### src/rtl/dma_ctrl_if.sv
// Bus bundle between the DMA sequencer and its host/done_gen side.
interface dma_ctrl_if;
    logic       instr_vld;
    logic [2:0] instr;
    logic [7:0] d_in;
    logic       cnt_step;
    logic       done;
    logic [7:0] d_out;
    logic       d_oe;
    logic [7:0] addr_out;
    logic [7:0] doac;
    logic [7:0] dowc;
    logic [7:0] dowr;
    logic [1:0] mode;
    logic       cinw;
    logic       busy;
    logic       done_out;

    // Host / done_gen side
    modport master (
        output instr_vld, instr, d_in, cnt_step, done,
        input  d_out, d_oe, addr_out, doac, dowc, dowr, mode, cinw, busy, done_out
    );

    // Sequencer side
    modport slave (
        input  instr_vld, instr, d_in, cnt_step, done,
        output d_out, d_oe, addr_out, doac, dowc, dowr, mode, cinw, busy, done_out
    );
endinterface

### src/rtl/dma_ctrl.sv
// Am2940-style DMA instruction decoder and address/word-count sequencer.
module dma_ctrl (
    input  logic       clk,
    input  logic       rst_n,
    dma_ctrl_if.slave  bus
);
    localparam int unsigned DW = 8;
    localparam int unsigned CW = 4;

    typedef enum logic [2:0] {
        OP_WRCR   = 3'd0,
        OP_RDCR   = 3'd1,
        OP_RDWC   = 3'd2,
        OP_RDAC   = 3'd3,
        OP_REINIT = 3'd4,
        OP_LDADDR = 3'd5,
        OP_LDWC   = 3'd6,
        OP_ENCNT  = 3'd7
    } op_e;

    logic [CW-1:0] ctrl,     ctrl_nxt;
    logic [DW-1:0] addr_reg, addr_reg_nxt;
    logic [DW-1:0] addr_cnt, addr_cnt_nxt;
    logic [DW-1:0] wc_reg,   wc_reg_nxt;
    logic [DW-1:0] wc_cnt,   wc_cnt_nxt;
    logic          cnt_en,   cnt_en_nxt;
    logic [DW-1:0] d_out_q,  d_out_nxt;
    logic          d_oe_q,   d_oe_nxt;

    logic [1:0]    mode;
    logic          mode_wc_clear;
    logic          done_out;
    logic          step_ok;

    assign mode          = ctrl[1:0];
    assign mode_wc_clear = (mode == 2'd1);
    assign done_out      = bus.done & (mode != 2'd3);
    assign step_ok       = cnt_en & bus.cnt_step & ~bus.instr_vld & ~done_out;

    // Register bank with synchronous reset
    always_ff @(posedge clk) begin
        if (!rst_n) begin
            ctrl     <= '0;
            addr_reg <= '0;
            addr_cnt <= '0;
            wc_reg   <= '0;
            wc_cnt   <= '0;
            cnt_en   <= 1'b0;
            d_out_q  <= '0;
            d_oe_q   <= 1'b0;
        end else begin
            ctrl     <= ctrl_nxt;
            addr_reg <= addr_reg_nxt;
            addr_cnt <= addr_cnt_nxt;
            wc_reg   <= wc_reg_nxt;
            wc_cnt   <= wc_cnt_nxt;
            cnt_en   <= cnt_en_nxt;
            d_out_q  <= d_out_nxt;
            d_oe_q   <= d_oe_nxt;
        end
    end

    // Instruction decode and counter stepping; an instruction always beats a step
    always_comb begin
        ctrl_nxt     = ctrl;
        addr_reg_nxt = addr_reg;
        addr_cnt_nxt = addr_cnt;
        wc_reg_nxt   = wc_reg;
        wc_cnt_nxt   = wc_cnt;
        cnt_en_nxt   = cnt_en;
        d_out_nxt    = d_out_q;
        d_oe_nxt     = 1'b0;

        if (bus.instr_vld) begin
            cnt_en_nxt = 1'b0;
            case (op_e'(bus.instr))
                OP_WRCR: ctrl_nxt = bus.d_in[CW-1:0];
                OP_RDCR: begin
                    d_out_nxt = DW'({4'b0000, ctrl});
                    d_oe_nxt  = 1'b1;
                end
                OP_RDWC: begin
                    d_out_nxt = wc_cnt;
                    d_oe_nxt  = 1'b1;
                end
                OP_RDAC: begin
                    d_out_nxt = addr_cnt;
                    d_oe_nxt  = 1'b1;
                end
                OP_REINIT: begin
                    addr_cnt_nxt = addr_reg;
                    wc_cnt_nxt   = mode_wc_clear ? '0 : wc_reg;
                end
                OP_LDADDR: begin
                    addr_reg_nxt = bus.d_in;
                    addr_cnt_nxt = bus.d_in;
                end
                OP_LDWC: begin
                    wc_reg_nxt = bus.d_in;
                    wc_cnt_nxt = mode_wc_clear ? '0 : bus.d_in;
                end
                OP_ENCNT: cnt_en_nxt = 1'b1;
                default: ;
            endcase
        end else begin
            if (step_ok) begin
                addr_cnt_nxt = ctrl[2] ? addr_cnt - DW'(1) : addr_cnt + DW'(1);
                case (mode)
                    2'd0:    wc_cnt_nxt = wc_cnt - DW'(1);
                    2'd1:    wc_cnt_nxt = wc_cnt + DW'(1);
                    default: wc_cnt_nxt = wc_cnt;
                endcase
            end
            // Terminal count stops the transfer on this edge
            if (cnt_en && done_out) begin
                cnt_en_nxt = 1'b0;
            end
        end
    end

    assign bus.d_out    = d_out_q;
    assign bus.d_oe     = d_oe_q;
    assign bus.addr_out = addr_cnt;
    assign bus.doac     = addr_cnt;
    assign bus.dowc     = wc_cnt;
    assign bus.dowr     = wc_reg;
    assign bus.mode     = mode;
    assign bus.cinw     = ctrl[3];
    assign bus.busy     = cnt_en;
    assign bus.done_out = done_out;
endmodule

### src/flat_wrapper.sv
// flat-port wrapper written by rule: the top's interface ports become plain ports
module dma_ctrl_flat 
  (clk, rst_n, bus_instr_vld, bus_instr, bus_d_in, bus_cnt_step, bus_done, bus_d_out, bus_d_oe, bus_addr_out, bus_doac, bus_dowc, bus_dowr, bus_mode, bus_cinw, bus_busy, bus_done_out);
  dma_ctrl_if bus_i ();
  input  logic clk;
  input  logic rst_n;
  input wire logic [$bits(bus_i.instr_vld)-1:0] bus_instr_vld;
  input wire logic [$bits(bus_i.instr)-1:0] bus_instr;
  input wire logic [$bits(bus_i.d_in)-1:0] bus_d_in;
  input wire logic [$bits(bus_i.cnt_step)-1:0] bus_cnt_step;
  input wire logic [$bits(bus_i.done)-1:0] bus_done;
  output wire logic [$bits(bus_i.d_out)-1:0] bus_d_out;
  output wire logic [$bits(bus_i.d_oe)-1:0] bus_d_oe;
  output wire logic [$bits(bus_i.addr_out)-1:0] bus_addr_out;
  output wire logic [$bits(bus_i.doac)-1:0] bus_doac;
  output wire logic [$bits(bus_i.dowc)-1:0] bus_dowc;
  output wire logic [$bits(bus_i.dowr)-1:0] bus_dowr;
  output wire logic [$bits(bus_i.mode)-1:0] bus_mode;
  output wire logic [$bits(bus_i.cinw)-1:0] bus_cinw;
  output wire logic [$bits(bus_i.busy)-1:0] bus_busy;
  output wire logic [$bits(bus_i.done_out)-1:0] bus_done_out;
  assign bus_i.instr_vld = bus_instr_vld;
  assign bus_i.instr = bus_instr;
  assign bus_i.d_in = bus_d_in;
  assign bus_i.cnt_step = bus_cnt_step;
  assign bus_i.done = bus_done;
  assign bus_d_out = bus_i.d_out;
  assign bus_d_oe = bus_i.d_oe;
  assign bus_addr_out = bus_i.addr_out;
  assign bus_doac = bus_i.doac;
  assign bus_dowc = bus_i.dowc;
  assign bus_dowr = bus_i.dowr;
  assign bus_mode = bus_i.mode;
  assign bus_cinw = bus_i.cinw;
  assign bus_busy = bus_i.busy;
  assign bus_done_out = bus_i.done_out;
  dma_ctrl u_core (.clk(clk), .rst_n(rst_n), .bus(bus_i));
endmodule
### config.mk
export PLATFORM = sky130hd
export DESIGN_NAME = dma_ctrl_flat
export DESIGN_NICKNAME = d
export VERILOG_FILES = /design/src/rtl/dma_ctrl_if.sv /design/src/rtl/dma_ctrl.sv /design/src/flat_wrapper.sv
export SDC_FILE = /design/constraint.sdc
export NUM_CORES = 1
export LEC_CHECK = 0
export BUFFER_PORTS_ARGS = -buffer_cell sky130_fd_sc_hd__buf_2
export CAP_MARGIN = 20
export CORE_AREA = 2 2 76 78
export DETAILED_ROUTE_END_ITERATION = 12
export DIE_AREA = 0 0 78 80
export GPL_ROUTABILITY_DRIVEN = 0
export MAX_ROUTING_LAYER = met4
export PLACE_DENSITY = 0.85
export SLEW_MARGIN = 20
export SYNTH_ARGS = -nofsm -noshare
export SYNTH_HDL_FRONTEND = slang
export SYNTH_SLANG_ARGS = --single-unit
### constraint.sdc
create_clock -name clk -period 2.7 [get_ports clk]
set_clock_uncertainty 0.2 [all_clocks]
set_input_delay 0.405 -clock clk [delete_from_list [all_inputs] [get_ports clk]]
set_output_delay 0.405 -clock clk [all_outputs]
set_load 0.005 [all_outputs]
==> metrics.cfg <==
[status]
outcome = complete, no violations

[cts]
cts_tree = yes
cts.sinks = 46
cts_setup_buffers = 0
ctsHoldBuffers = 0
clockBufferDepth = 2
h-tree-depth = 2
cts-resized-gates = 0
clk_pin_slew_ns = 0.09
cts-root-buf = clkbuf_8
cts-buffers-inserted = 5
clkLatencyLatePin_ns = 0.30

[logic_synthesis]
syn_inst = 347
synth_edf_count = 0
synth_nets = 378
synth_area_um2 = 2880
synth_warnings = 0
avgSynthCellArea_um2 = 8.29
yosysSeqAreaShare_pct = 32.0
synth_ff_type = dfxtp_1
synth_cell_types = 53
ys_ff_latch = 46
async_reset_ff_share_pct = 0

[drt]
drtIter0Drc = 241
wl_met1_um = 3470
route.met2.wl_um = 3670
drt_first_pass_iters = 5
post_drt_wl_per_cell_um = 16.6
viasPerCell = 5.91
routed.top_layer = met4
detail-route-antenna-nets = 0
drc = 0
wl_met3_um = 474
drt-total-wl_um = 7750
vias = 2759

[worst_setup_path]
cp-end-kind = flip-flop
path_cells = ha_1 > a211oi_1 > o21ai_0 > o311a_1 > mux2i_1 > a221o_1
crit_family = compound AO/OA/AOI/OAI gates
startpoint_type = flip-flop
slowest_delay_ns = 0.61
crit_cells = 6
cp_max_fo = 13
reg2regPathDepth = 6
path_buf_inv = 0
r2r_setup_slack_ns = 0.15
r2r-start = u_core.ctrl[2]$_SDFFE_PN0P_
crit_slowest_cell = dfxtp_1
worstSetupPathType = reg2reg
critPathRequiredTime_ns = 2.69
cp.arrival_ns = 2.54
worstReg2RegEnd = u_core.bus.addr_out[7]$_SDFFE_PN0P_

[hold_path]
hold_depth = 3
hold_start = bus_d_in[7]
hold_class = in2reg
min_to = u_core.addr_reg[7]$_SDFFE_PN0P_

[run]
drv_cap = 0

[sta]
rsz0062_at_grt = no
min_period_over_period_pct = 94.3
max_freq_mhz = 393
relSlewSlack_pct = 61.6
setup-violations-final = 0
worst_slew_pin_slew_ns = 0.574
final.setup.tns_ns = 0
finalHoldViolations = 0
period_minus_slack_ns = 2.55
setup_ws_ns = 0.154
slew_viol_final = 0

[placement]
placed_cells = 459
dp_slack_ns = 0.202
io_buffers = 61
dpl.hpwl_um = 5670
dpl-instance-area_um2 = 3170

[layout]
mostFrequentLayoutCells = buf_2, dfxtp_1, nor2_1
fin_cells = 467
fill_cells = 483
final_common_cell = buf_2
postLayoutCellArea_um2 = 3280
diodes = 0
drive_above_1_share_pct = 21.0
area_delta_synth_final_pct = 13.9
fin_nets = 425

[global_route]
gr-total-overflow = 0
grt_pass1_wl_um = 12500
antenna_found_initial = 0
grt_start_max_net_pins = 28
grt_pass1_vias = 2472
gr-usage-all-layers_pct = 26.0

[power]
p_leak_nw = 1.59
vdd_drop_max_mv = 0.300
p_per_area_nw_per_um2 = 461

[die]
dieHeight_um = 80
fp.dieW_um = 78
initial_core_util_pct = 53.2
design.core.area_um2 = 5410
ios = 62
rows = 27
dieArea_um2 = 6240

## worst min-delay path, cell delays in order
cell and delay [ns]:
buf_2 0.13, nand2_1 0.06, a21oi_1 0.05
## how the worst max path moves through the flow
stage	start	to	slack (ns)
after floorplan	u_core.ctrl[1]$_SDFFE_PN0P_	u_core.bus.dowc[7]$_SDFFE_PN0P_	0.26
after global placement	u_core.ctrl[2]$_SDFFE_PN0P_	u_core.bus.addr_out[7]$_SDFFE_PN0P_	0.31
after detailed placement	u_core.ctrl[2]$_SDFFE_PN0P_	u_core.bus.addr_out[7]$_SDFFE_PN0P_	0.20
after CTS	u_core.ctrl[2]$_SDFFE_PN0P_	u_core.bus.addr_out[7]$_SDFFE_PN0P_	0.18
after global routing	u_core.ctrl[2]$_SDFFE_PN0P_	u_core.bus.addr_out[7]$_SDFFE_PN0P_	0.01
final	u_core.ctrl[2]$_SDFFE_PN0P_	u_core.bus.addr_out[7]$_SDFFE_PN0P_	0.15
## routing by layer
| metal | vias to the layer above | global-route usage, % |
|---|---|---|
| met3 | 11 | 4.19 |
| li1 | 1338 | - |
| met4 | 0 | 7.72 |
| met5 | - | - |
| met1 | 1292 | 34.0 |
| met2 | 118 | 41.9 |
## where the power goes
group	switching, mW	internal, mW	leakage, nW	total (mW)
Combinational	0.156	0.115	1.16	0.271
Sequential	0.0250	0.699	0.373	0.724
Clock	0.239	0.277	0.0524	0.517
## cells in the mapped netlist (4+ instances only)
cell type,n,share of area (%)
nand2_1,38,5.0
a211oi_1,9,2.3
dfxtp_1,46,32
nor2_1,41,5.3
o21ai_0,16,2.8
o221ai_1,4,1.2
ha_1,13,5.7
mux2i_1,33,11
inv_1,9,1.2
o211a_1,6,2.1
buf_4,10,2.6
clkbuf_1,11,1.4
nand2b_1,4,0.87
a21oi_1,38,6.6
a21o_1,5,1.3
buf_2,5,0.87
nand3b_1,4,1.0
## through the flow
step	total power, mW	utilization (%)	hold WS (ns)
2_1_floorplan	0.922	-	0.231
3_3_place_gp	0.996	58.7	0.239
3_5_place_dp	1.00	58.7	0.249
4_1_cts	1.51	60.6	0.171
5_1_grt	1.58	60.6	0.184
6_report	1.51	60.6	0.180
## layout make-up
type                       instances  area [um^2]  share of cell area (%)
multi-input combinational        262         1760                    53.6
sequential                        46          921                    28.1
timing repair buffer              69          365                    11.1
tap                               72         90.1                    2.75
clock buffer                       7         76.3                    2.33
inverter                          10         37.5                    1.15
clock inverter                     1         30.0                   0.916
## logic make-up (layout without fill, tap and decap cells)
logic type / Yosys count / count (layout) / share of synthesized area, %
AOI/OAI and AO/OA: 95 / 95 / 21.5
xor gates and xnor gates: 3 / 3 / 0.913
adders and majority gates: 15 / 15 / 7.04
buffers and inverters: 39 / 87 / 6.91
DFF: 46 / 46 / 32.0
muxes: 35 / 35 / 12.3
and+or+nand+nor: 114 / 114 / 19.4
(Power assumes the default switching activity.)
